<file path="src/rtl/ram_bus_initiator.sv">
// Fabric-side APB-style initiator for the DMMainPorts RamBus register port.
// Single outstanding transaction, ready/valid command/response channels, ACCESS-phase timeout.
module ram_bus_initiator #(
  parameter int unsigned ADDR_W         = 14,
  parameter int unsigned DATA_W         = 32,
  parameter int unsigned TIMEOUT_CYCLES = 256,
  parameter int unsigned CNT_W          = 9
) (
  input  logic              clk,
  input  logic              DEVRST_N,
  input  logic              CmdValid,
  output logic              CmdReady,
  input  logic              CmdWrnRd,
  input  logic [ADDR_W-1:0] CmdAddress,
  input  logic [DATA_W-1:0] CmdData,
  output logic              RspValid,
  input  logic              RspReady,
  output logic [DATA_W-1:0] RspData,
  output logic              RspTimeout,
  output logic              RamBusnCs,
  output logic              RamBusLatch,
  output logic              RamBusWrnRd,
  output logic [ADDR_W-1:0] RamBusAddress,
  output logic [DATA_W-1:0] RamBusDataIn,
  input  logic              RamBusAck,
  input  logic [DATA_W-1:0] RamBusDataOut
);

  typedef enum logic [1:0] {IDLE, SETUP, ACCESS, RESP} state_t;

  state_t              state_q, state_d;
  logic                cmd_ready_q, cmd_ready_d;
  logic                rsp_valid_q, rsp_valid_d;
  logic                rsp_timeout_q, rsp_timeout_d;
  logic [DATA_W-1:0]   rsp_data_q, rsp_data_d;
  logic                ncs_q, ncs_d;
  logic                latch_q, latch_d;
  logic                wrnrd_q, wrnrd_d;
  logic [ADDR_W-1:0]   addr_q, addr_d;
  logic [DATA_W-1:0]   wdata_q, wdata_d;
  logic [CNT_W-1:0]    cnt_q, cnt_d;
  logic                timeout_hit;

  // A zero TIMEOUT_CYCLES disables the abort path entirely.
  assign timeout_hit = (TIMEOUT_CYCLES != 0) && (cnt_q == CNT_W'(TIMEOUT_CYCLES - 1));

  always_comb begin
    state_d       = state_q;
    cmd_ready_d   = cmd_ready_q;
    rsp_valid_d   = rsp_valid_q;
    rsp_timeout_d = rsp_timeout_q;
    rsp_data_d    = rsp_data_q;
    ncs_d         = ncs_q;
    latch_d       = latch_q;
    wrnrd_d       = wrnrd_q;
    addr_d        = addr_q;
    wdata_d       = wdata_q;
    cnt_d         = cnt_q;
    case (state_q)
      IDLE: begin
        if (CmdValid && cmd_ready_q) begin
          wrnrd_d     = CmdWrnRd;
          addr_d      = CmdAddress;
          wdata_d     = CmdData;
          ncs_d       = 1'b1;
          cmd_ready_d = 1'b0;
          state_d     = SETUP;
        end
      end
      SETUP: begin
        latch_d = 1'b1;
        cnt_d   = '0;
        state_d = ACCESS;
      end
      ACCESS: begin
        if (RamBusAck) begin
          rsp_data_d    = wrnrd_q ? '0 : RamBusDataOut;
          rsp_timeout_d = 1'b0;
          rsp_valid_d   = 1'b1;
          ncs_d         = 1'b0;
          latch_d       = 1'b0;
          cnt_d         = '0;
          state_d       = RESP;
        end else if (timeout_hit) begin
          rsp_data_d    = '0;
          rsp_timeout_d = 1'b1;
          rsp_valid_d   = 1'b1;
          ncs_d         = 1'b0;
          latch_d       = 1'b0;
          cnt_d         = '0;
          state_d       = RESP;
        end else begin
          cnt_d = cnt_q + 1'b1;
        end
      end
      RESP: begin
        if (RspReady) begin
          rsp_valid_d = 1'b0;
          cmd_ready_d = 1'b1;
          state_d     = IDLE;
        end
      end
      default: state_d = IDLE;
    endcase
  end

  always_ff @(posedge clk or negedge DEVRST_N) begin
    if (!DEVRST_N) begin
      state_q       <= IDLE;
      cmd_ready_q   <= 1'b1;
      rsp_valid_q   <= 1'b0;
      rsp_timeout_q <= 1'b0;
      rsp_data_q    <= '0;
      ncs_q         <= 1'b0;
      latch_q       <= 1'b0;
      wrnrd_q       <= 1'b0;
      addr_q        <= '0;
      wdata_q       <= '0;
      cnt_q         <= '0;
    end else begin
      state_q       <= state_d;
      cmd_ready_q   <= cmd_ready_d;
      rsp_valid_q   <= rsp_valid_d;
      rsp_timeout_q <= rsp_timeout_d;
      rsp_data_q    <= rsp_data_d;
      ncs_q         <= ncs_d;
      latch_q       <= latch_d;
      wrnrd_q       <= wrnrd_d;
      addr_q        <= addr_d;
      wdata_q       <= wdata_d;
      cnt_q         <= cnt_d;
    end
  end

  assign CmdReady      = cmd_ready_q;
  assign RspValid      = rsp_valid_q;
  assign RspTimeout    = rsp_timeout_q;
  assign RspData       = rsp_data_q;
  assign RamBusnCs     = ncs_q;
  assign RamBusLatch   = latch_q;
  assign RamBusWrnRd   = wrnrd_q;
  assign RamBusAddress = addr_q;
  assign RamBusDataIn  = wdata_q;

endmodule
</file>
<file path="config.mk">
export PLATFORM = sky130hd
export DESIGN_NAME = ram_bus_initiator
export DESIGN_NICKNAME = d
export VERILOG_FILES = /design/src/rtl/ram_bus_initiator.sv
export SDC_FILE = /design/constraint.sdc
export NUM_CORES = 1
export LEC_CHECK = 0
export CAP_MARGIN = 10
export CORE_ASPECT_RATIO = 1.2
export CORE_MARGIN = 1.5
export CORE_UTILIZATION = 42
export CTS_CLUSTER_DIAMETER = 40
export DETAILED_ROUTE_END_ITERATION = 6
export PLACE_DENSITY = 0.8
export SLEW_MARGIN = 20
export SYNTH_ARGS = -nofsm -noshare
export SYNTH_HDL_FRONTEND = slang
export SYNTH_SLANG_ARGS = --single-unit
export TNS_END_PERCENT = 1
</file>
<file path="constraint.sdc">
create_clock -name clk -period 2 [get_ports clk]
set_input_delay 0.2 -clock clk [delete_from_list [all_inputs] [get_ports clk]]
set_output_delay 0.2 -clock clk [all_outputs]
set_load 0.01 [all_outputs]
</file>
# Yosys cells after proc, flatten, opt, wreduce, memory -nomap -nowiden
# Cells that the tools add are included.
# word_totals
input_bits	84
ram_bits	0
elab_cells	57
register_bits	95
n_memories	0
romBits	0
latch_bits	0
# classes
eq_ne	7
mul	0
add_sub_neg	1
n_mux	24
bitwise	0
reduce_logical	14
div	0
order_cmp	0
shifts	0
# op_table
op	n
$mux 32	3
$mux 9	2
$pmux 9 s2	1
$reduce_and 3->1	4
$reduce_bool 2->1	5
$add 9x1->9 const B	1
$eq 9x8->1 const B	1
$mux 1	9
$mux 2	4
$pmux 1 s2	4
$pmux 2 s4	1
$reduce_and 2->1	3
$eq 2x2->1 const B	2
$ne 2x2->1 const B	2
$ne 3x3->1 const B	1
$eq 2x1->1 const B	1
$logic_not 2->1	1
$logic_and 1x1->1	1

# Longest topological paths before layout
# Gate-level depths: netlist of run 1.
# logic_depth
word_depth	4
ltp_mapped	7

# Least setup slack after synthesis of run 1
# No wires, ideal clock.
# synth_timing
path_type	reg2reg
startpoint	register state_q[0]
endpoint	register cnt_q[7]
required_time_ns	1.910
stages_incl_launch_ff	8
arrival_time_ns	1.668
period_less_slack_ns	1.759
setup_time_ns	0.090
setup_slack_ns	0.241
n_path_buf	1
path_cell_list	dfrtp_1 inv_1 ha_1 buf_4 and2b_2 o311ai_4 or4_1 o221ai_1
# synth_between
elab_chain_len	2
elab_cells_between_ends	4
classes_between	2 x eq/ne; 1 x mux; 1 x reduce/logical
# synth_rtl
item	line_no	rtl
from (decl)	31	state_t state_q, state_d;
from (signal assigned)	121	state_q <= state_d;
$eq 2x2->1 or $eq 2x1->1 (tied branches)	59	case (state_q)
$pmux 9 s2 or $reduce_bool 2->1 (tied branches)	--	
to (signal assigned)	131	cnt_q <= cnt_d;
to (decl)	41	logic [CNT_W-1:0] cnt_q, cnt_d;
# Several ways; a longest one is shown, not always the timed one.
# A chain may end at the register's enable or synchronous reset.

# Worst setup path after layout of run 1
# Ends and elaborated chain as after synthesis.

==> results of run 1 <==
-- sequential cells by signal, indices dropped and copies added, names as in the netlist --
signal and flops:
RspTimeout 1, CmdReady 1, RamBusAddress 14, RamBusLatch 1, RspData 32, RamBusnCs 1
RamBusWrnRd 1, state_q 2, cnt_q 9, RamBusDataIn 32, RspValid 1
-- power breakdown --
group          total [mW]  internal (mW)  leakage, nW  switching, mW
Combinational       0.214          0.149         1.33         0.0648
Sequential           1.92           1.92         1.29              0
Clock                1.36          0.733        0.103          0.622
-- critical path, delay by kind of cell (launching register included) --
family          cells  cell delay, ns
flops               1            0.40
simple gates        2            0.72
compound gates      2            0.23
fa+ha+maj           1            0.19
buf+inv             2            0.20
-- how the worst min path moves through the flow --
| stage | start | to | slack, ns | cells after the start |
|---|---|---|---|---|
| finish | DEVRST_N | RspData[14] | 0.43 | 3 |
| global route | RamBusDataOut[31] | RspData[31] | 0.45 | 2 |
| detailed placement | DEVRST_N | RspData[0] | 0.29 | 2 |
| CTS | DEVRST_N | RspData[7] | 0.44 | 3 |
| global placement | DEVRST_N | RspData[7] | 0.29 | 2 |
| floorplan | DEVRST_N | RamBusAddress[0] | -0.1 | 0 |
-- cell usage after synthesis, drive strengths merged --
cell type,n
a31oi,1
nor4,1
clkbuf,5
o2bb2ai,1
nor2,4
mux2,48
o31ai,2
a21oi,3
nand2,8
and2b,2
ha,6
nand4,2
o22ai,1
a21boi,1
nor3b,1
nor3,1
o311ai,1
o221ai,2
nand3,3
or4,1
a2bb2oi,1
a22o,33
inv,9
o32a,1
or3,1
a21o,2
o21ai,12
dfrtp,94
and3,2
mux2i,1
o32ai,1
nand2b,2
dfstp,1
buf,8
-- repair_timing --
action | CTS | global route
hold buffers | 1 | 0
buffers inserted | 0 | 1
endpoints found under the hold margin | 94 | 0
setup endpoints to repair | 0 | 1
resized for setup | 0 | 2
-- cell families (layout without fill, tap and decap cells) --
logic type | Yosys count | after routing
mux | 49 | 49
buf+inv | 22 | 203
compound gates | 62 | 62
simple gates | 28 | 28
flops | 95 | 95
fa+ha+maj | 6 | 6
-- stage by stage --
step	instance area [um2]	std cells	hold slack (ns)	TNS, ns
4_1_cts	5888	559	0.4360	0
6_report	5898	560	0.4316	0
5_1_grt	5898	560	0.4456	0
3_5_place_dp	5665	543	0.2884	0
2_1_floorplan	3805	262	-0.09559	0
3_3_place_gp	5660	543	0.2903	-2.359
-- routing by layer --
layer / up-vias / share of wire [%] / wire, um
li1: 1315 / - / -
met1: 1384 / 39 / 3897
met2: 100 / 53 / 5239
met3: 19 / 4.8 / 479
met4: 0 / 2.8 / 272
met5: - / 0 / 0
-- cell type report --
type / count / area share, %
Clock buffer: 12 / 2.461
Sequential cell: 95 / 40.33
Tap cell: 117 / 2.482
Timing Repair Buffer: 179 / 30.50
Clock inverter: 3 / 1.146
Inverter: 9 / 0.5728
Multi-Input combinational cell: 145 / 22.51
==> run_results.csv, run 1 <==
group,metric,value,unit
cells_and_area,area_delta_synth_final,55.01,%
floorplan,die_h,107.3,um
cells_and_area,antenna_cells,0,
timing,period_minus_slack,1.830,ns
route,wirelength,9.888,mm
timing,fin_crit_sh,91.50,%
setup_path,crit_type,"reg -> reg",
setup_path,crit_slowest_cell,"or4_1",
synthesis,synth-compound-area-share,13.52,%
cells_and_area,finish.utilization,67.77,%
timing,rsz0062_at_grt,"no",
global_routing,antenna_found_initial,0,
cts,cts_tree,"built",
timing,setup_slack,0.1701,ns
global_routing,grt_remaining_overflow,0,
synthesis,ys_seq_area_share,62.51,%
setup_path,r2r_cells,7,
synthesis,synth_top_family_by_area,"multiplexers",
cells_and_area,nFillCells,653,
route,dr.pass1.iters,4,
setup_path,arrival,2.09,ns
route,antenna_left,0,
setup_path,slowest_delay,0.52,ns
cts,clk_latency,0.35,ns
cts,cts.path.max_buffers,2,
timing,clock_skew,0.008941,ns
global_routing,grt_max_degree,96,
cts,cts_sinks,95,
synthesis,yosys.area_share.adder,1.973,%
synthesis,syn_area,3805,um2
route,vias_per_cell,5.032,
placement,dpl.hpwl,7.314,mm
timing,hold_viol,0,
synthesis,synth_cells,262,
synthesis,syn_area_per_cell,14.52,um2
pwr,powerDensity,591.4,nW/um2
job,cap_viol_max_count,0,
cells_and_area,drive_gt1_share,19.64,%
cts,cts_root_buf,"clkbuf_8",
synthesis,synth.distinct_cells,45,
global_routing,use_met3,4.379,%
cts,cts_made_buffers,9,
floorplan,coreArea,8703,um2
floorplan,rows,37,
global_routing,grt-busiest-layer,"met2",
placement,pre_cts_ws,0.09893,ns
floorplan,die_area,9642,um2
synthesis,synth.yosys.warnings,0,
synthesis,yosys-top-cells-area,"dfrtp_1 (62%), mux2_2 (14%), a22o_1 (7.1%)",
cells_and_area,multi_input_area,1328,um2
synthesis,yosys.area_share.simple,4.538,%
global_routing,grt_pass1_vias,3009,
pwr,ir_worst_vdd,371.2,uV
setup_path,cp_cell_sequence,"inv_2, ha_2, buf_4, and2b_2, o311ai_4, or4_1, o221ai_1",
route,vias,2818,
setup_path,reg2reg_slack,0.17,ns
setup_path,r2r_start,"state_q[0]",
placement,io_buffers,167,
setup_path,crit_start,"state_q[0]",
cts,clkTransAtPathRegs,0.09,ns
cells_and_area,layout.nets,529,
synthesis,synth_mux_area_share,14.47,%
setup_path,start_kind,"flop",
cells_and_area,final_common_cell,"clkdlybuf4s50_1",
cells_and_area,ff_latch_area,2379,um2
floorplan,io_pins,168,
cells_and_area,mostFrequentLayoutCells,"clkdlybuf4s50_1 (166), dfrtp_1 (94), mux2_2 (47)",
timing,drv_slew,0,
placement,place_congestion,0.7912,
global_routing,grt.met1_usage,24.50,%
global_routing,track_usage,21.16,%
global_routing,grt_pass1_wl,15.61,mm
setup_path,r2r-end,"cnt_q[7]",
route,wl_per_cell,17.66,um
synthesis,yosysTopAreaCell,"dfrtp_1",
timing,setup_violations,0,
cts,h-tree-depth,3,
synthesis,netlist.area_leader.share,61.82,%
timing,worst_pin_slew,0.7048,ns
run_status,outcome,"completed",
pwr,p_total,3.488,mW
global_routing,grt_util_met2,37.57,%
synthesis,synth_xor_area_share,0,%
synthesis,synth_nets,352,
setup_path,worstPathRequired,2.26,ns
setup_path,critPathMaxFanout,7,
setup_path,endpoint,"cnt_q[7]",
timing,slew_headroom,52.90,%
pwr,cellLeakagePower,2.730,nW
setup_path,critPathCaptureType,"flop",
synthesis,ys_seq_elements,95,
route,drtIter0Drc,98,
timing,max_clock_freq,546.5,MHz
route,drc,0,
floorplan,start_util,43.72,%
hold_path,min_path_type,"in -> async",
floorplan,fp.dieW,89.89,um
No activity file was read; power rests on OpenSTA's default activity.
==> inputs of run 2 (changes only) <==
Settings changed: ABC_CLOCK_PERIOD_IN_PS set to 2000, SETUP_SLACK_MARGIN set to 0.1.
==> run 2 against run 1 <==
Compared with the run above: highest routed layer unchanged; clock power hardly changed; combinational power about the same; total power hardly changed; core utilization grew 0.20 points; register-to-register slack about the same; clock-buffer cell count did not move; die area unchanged; cell count rose by 0.18%; global-route usage is essentially flat; non-clock buffer count increased by 1; critical path type unchanged; cell area increased by 0.30%.
==> run_results.csv, run 2 (same netlist as run 1, synthesis figures left out) <==
group,metric,value,unit
route,dr_wl_met2,5.325,mm
route,routed.top_layer,"met4",
hold_path,min_path_type,"in -> async",
timing,slew_headroom,52.16,%
floorplan,die_h,107.3,um
floorplan,die_area,9642,um2
placement,pre_cts_ws,0.09893,ns
floorplan,io_pins,168,
setup_path,reg2reg_slack,0.16,ns
setup_path,critPathMaxFanout,4,
setup_path,path_buf_inv,2,
cts,h-tree-depth,3,
setup_path,crit_type,"reg -> reg",
timing,period_minus_slack,1.843,ns
pwr,p_total,3.489,mW
run_status,outcome,"completed",
cts,cts_root_buf,"clkbuf_8",
floorplan,start_util,43.72,%
timing,drv_slew,0,
setup_path,critPathCaptureType,"flop",
cts,clkTransAtPathRegs,0.09,ns
global_routing,grt_max_degree,96,
timing,fin_crit_sh,92.17,%
placement,dpl.hpwl,7.314,mm
setup_path,crit_family,"flip-flops",
timing,rsz0062_at_grt,"yes",
pwr,ir_worst_vdd,371.1,uV
setup_path,worstPathRequired,2.23,ns
global_routing,antenna_found_initial,0,
route,drtIter0Drc,100,
cells_and_area,antenna_cells,0,
setup_path,cp.depth,7,
timing,setup_slack,0.1567,ns
cells_and_area,finish.utilization,67.97,%
pwr,cellLeakagePower,2.738,nW
cells_and_area,fin_cells,561,
cts,cts_tree,"built",
timing,max_clock_freq,542.5,MHz
cells_and_area,layout.nets,530,
cells_and_area,area_delta_synth_final,55.48,%
global_routing,grt_pass1_wl,15.65,mm
timing,hold_viol,0,
setup_path,r2r_cells,7,
placement,io_buffers,167,
global_routing,grt_remaining_overflow,0,
setup_path,crit_slowest_cell,"dfrtp_1",
route,wirelength,9.956,mm
setup_path,cp_cell_sequence,"ha_4, buf_4, and2b_2, buf_4, o31ai_4, and2b_1, mux2_1",
cells_and_area,mostFrequentLayoutCells,"clkdlybuf4s50_1 (166), dfrtp_1 (94), mux2_2 (47)",
timing,clock_skew,0.008307,ns
cells_and_area,drive_gt1_share,19.82,%
route,dr.pass1.iters,4,
global_routing,grt_pass1_vias,3021,
setup_path,start_kind,"flop",
cells_and_area,final_common_cell,"clkdlybuf4s50_1",
floorplan,rows,37,
route,met1_length,3.863,mm
cts,cts_made_buffers,9,
pwr,powerDensity,589.8,nW/um2
route,drc,0,
setup_path,arrival,2.08,ns
setup_path,cpMostUsedCell,"buf_4",
cts,cts.path.max_buffers,2,
cts,cts_sinks,95,
route,vias_per_cell,5.059,
route,antenna_left,0,
route,dr_wl_met3,496,um
timing,setup_violations,0,
timing,worst_pin_slew,0.7159,ns
setup_path,slowest_delay,0.46,ns
floorplan,fp.dieW,89.89,um
placement,place_inst,543,
job,cap_viol_max_count,0,
floorplan,coreArea,8703,um2
route,wl_per_cell,17.75,um
placement,place_congestion,0.7912,
cts,clk_latency,0.35,ns
route,vias,2838,
global_routing,track_usage,21.20,%
## run 2: power breakdown
group          leakage (nW)  switching, mW  total, mW  internal, mW
logic                  1.34         0.0650      0.214         0.149
registers              1.29              0       1.92          1.92
clock network         0.103          0.623       1.36         0.734
total                  2.74          0.688       3.49          2.80
## run 2: path summary, 6_finish.rpt
path | from | end
worst min-delay path | DEVRST_N | RspData[14]
min in group clk | RamBusDataOut[10] | RspData[10]
worst max-delay path | state_q[1] | state_q[1]
max in group asynchronous | DEVRST_N | CmdReady
worst min register to register | RspData[18] | RspData[18]
worst max register to register | state_q[1] | state_q[1]
## run 2: worst min-delay path: stages
cell	delay, ns
dlygate4sd3_1	0.52
buf_4	0.11
buf_12	0.39
## run 2: layout make-up
type | instances | area [um2]
Inverter | 9 | 33.78
Timing Repair Buffer | 180 | 1807
Multi-Input combinational cell | 145 | 1338
Fill cell | 648 | 2788
Sequential cell | 95 | 2379
Tap cell | 117 | 146.4
Clock inverter | 3 | 67.56
Clock buffer | 12 | 145.1
## run 2: per-layer routing
metal,GRT usage [%],vias to the layer above
li1,-,1314
met4,10.20,0
met1,24.54,1400
met2,37.68,105
met5,0,-
met3,4.379,19
## run 2: timing repair
| action | CTS | global route |
|---|---|---|
| resized for setup | 1 | 2 |
| hold buffers | 1 | 0 |
| endpoints found under the hold margin | 94 | 0 |
| buffers inserted | 1 | 1 |
| setup endpoints to repair | 1 | 1 |
## run 2: per-stage QoR
stage / hold slack, ns / TNS [ns] / instance area (um2)
6_report: 0.4316 / 0 / 5916
5_1_grt: 0.4456 / 0 / 5916
4_1_cts: 0.4360 / 0 / 5898
3_5_place_dp: 0.2884 / 0 / 5665
3_3_place_gp: 0.2903 / -2.359 / 5660
2_1_floorplan: -0.09559 / 0 / 3805
==> inputs of run 3 (changes only) <==
Settings changed: TNS_END_PERCENT 1 to 10.
==> results of run 3 <==
No change in the layout: final DEF, timing and power equal those of run 2.
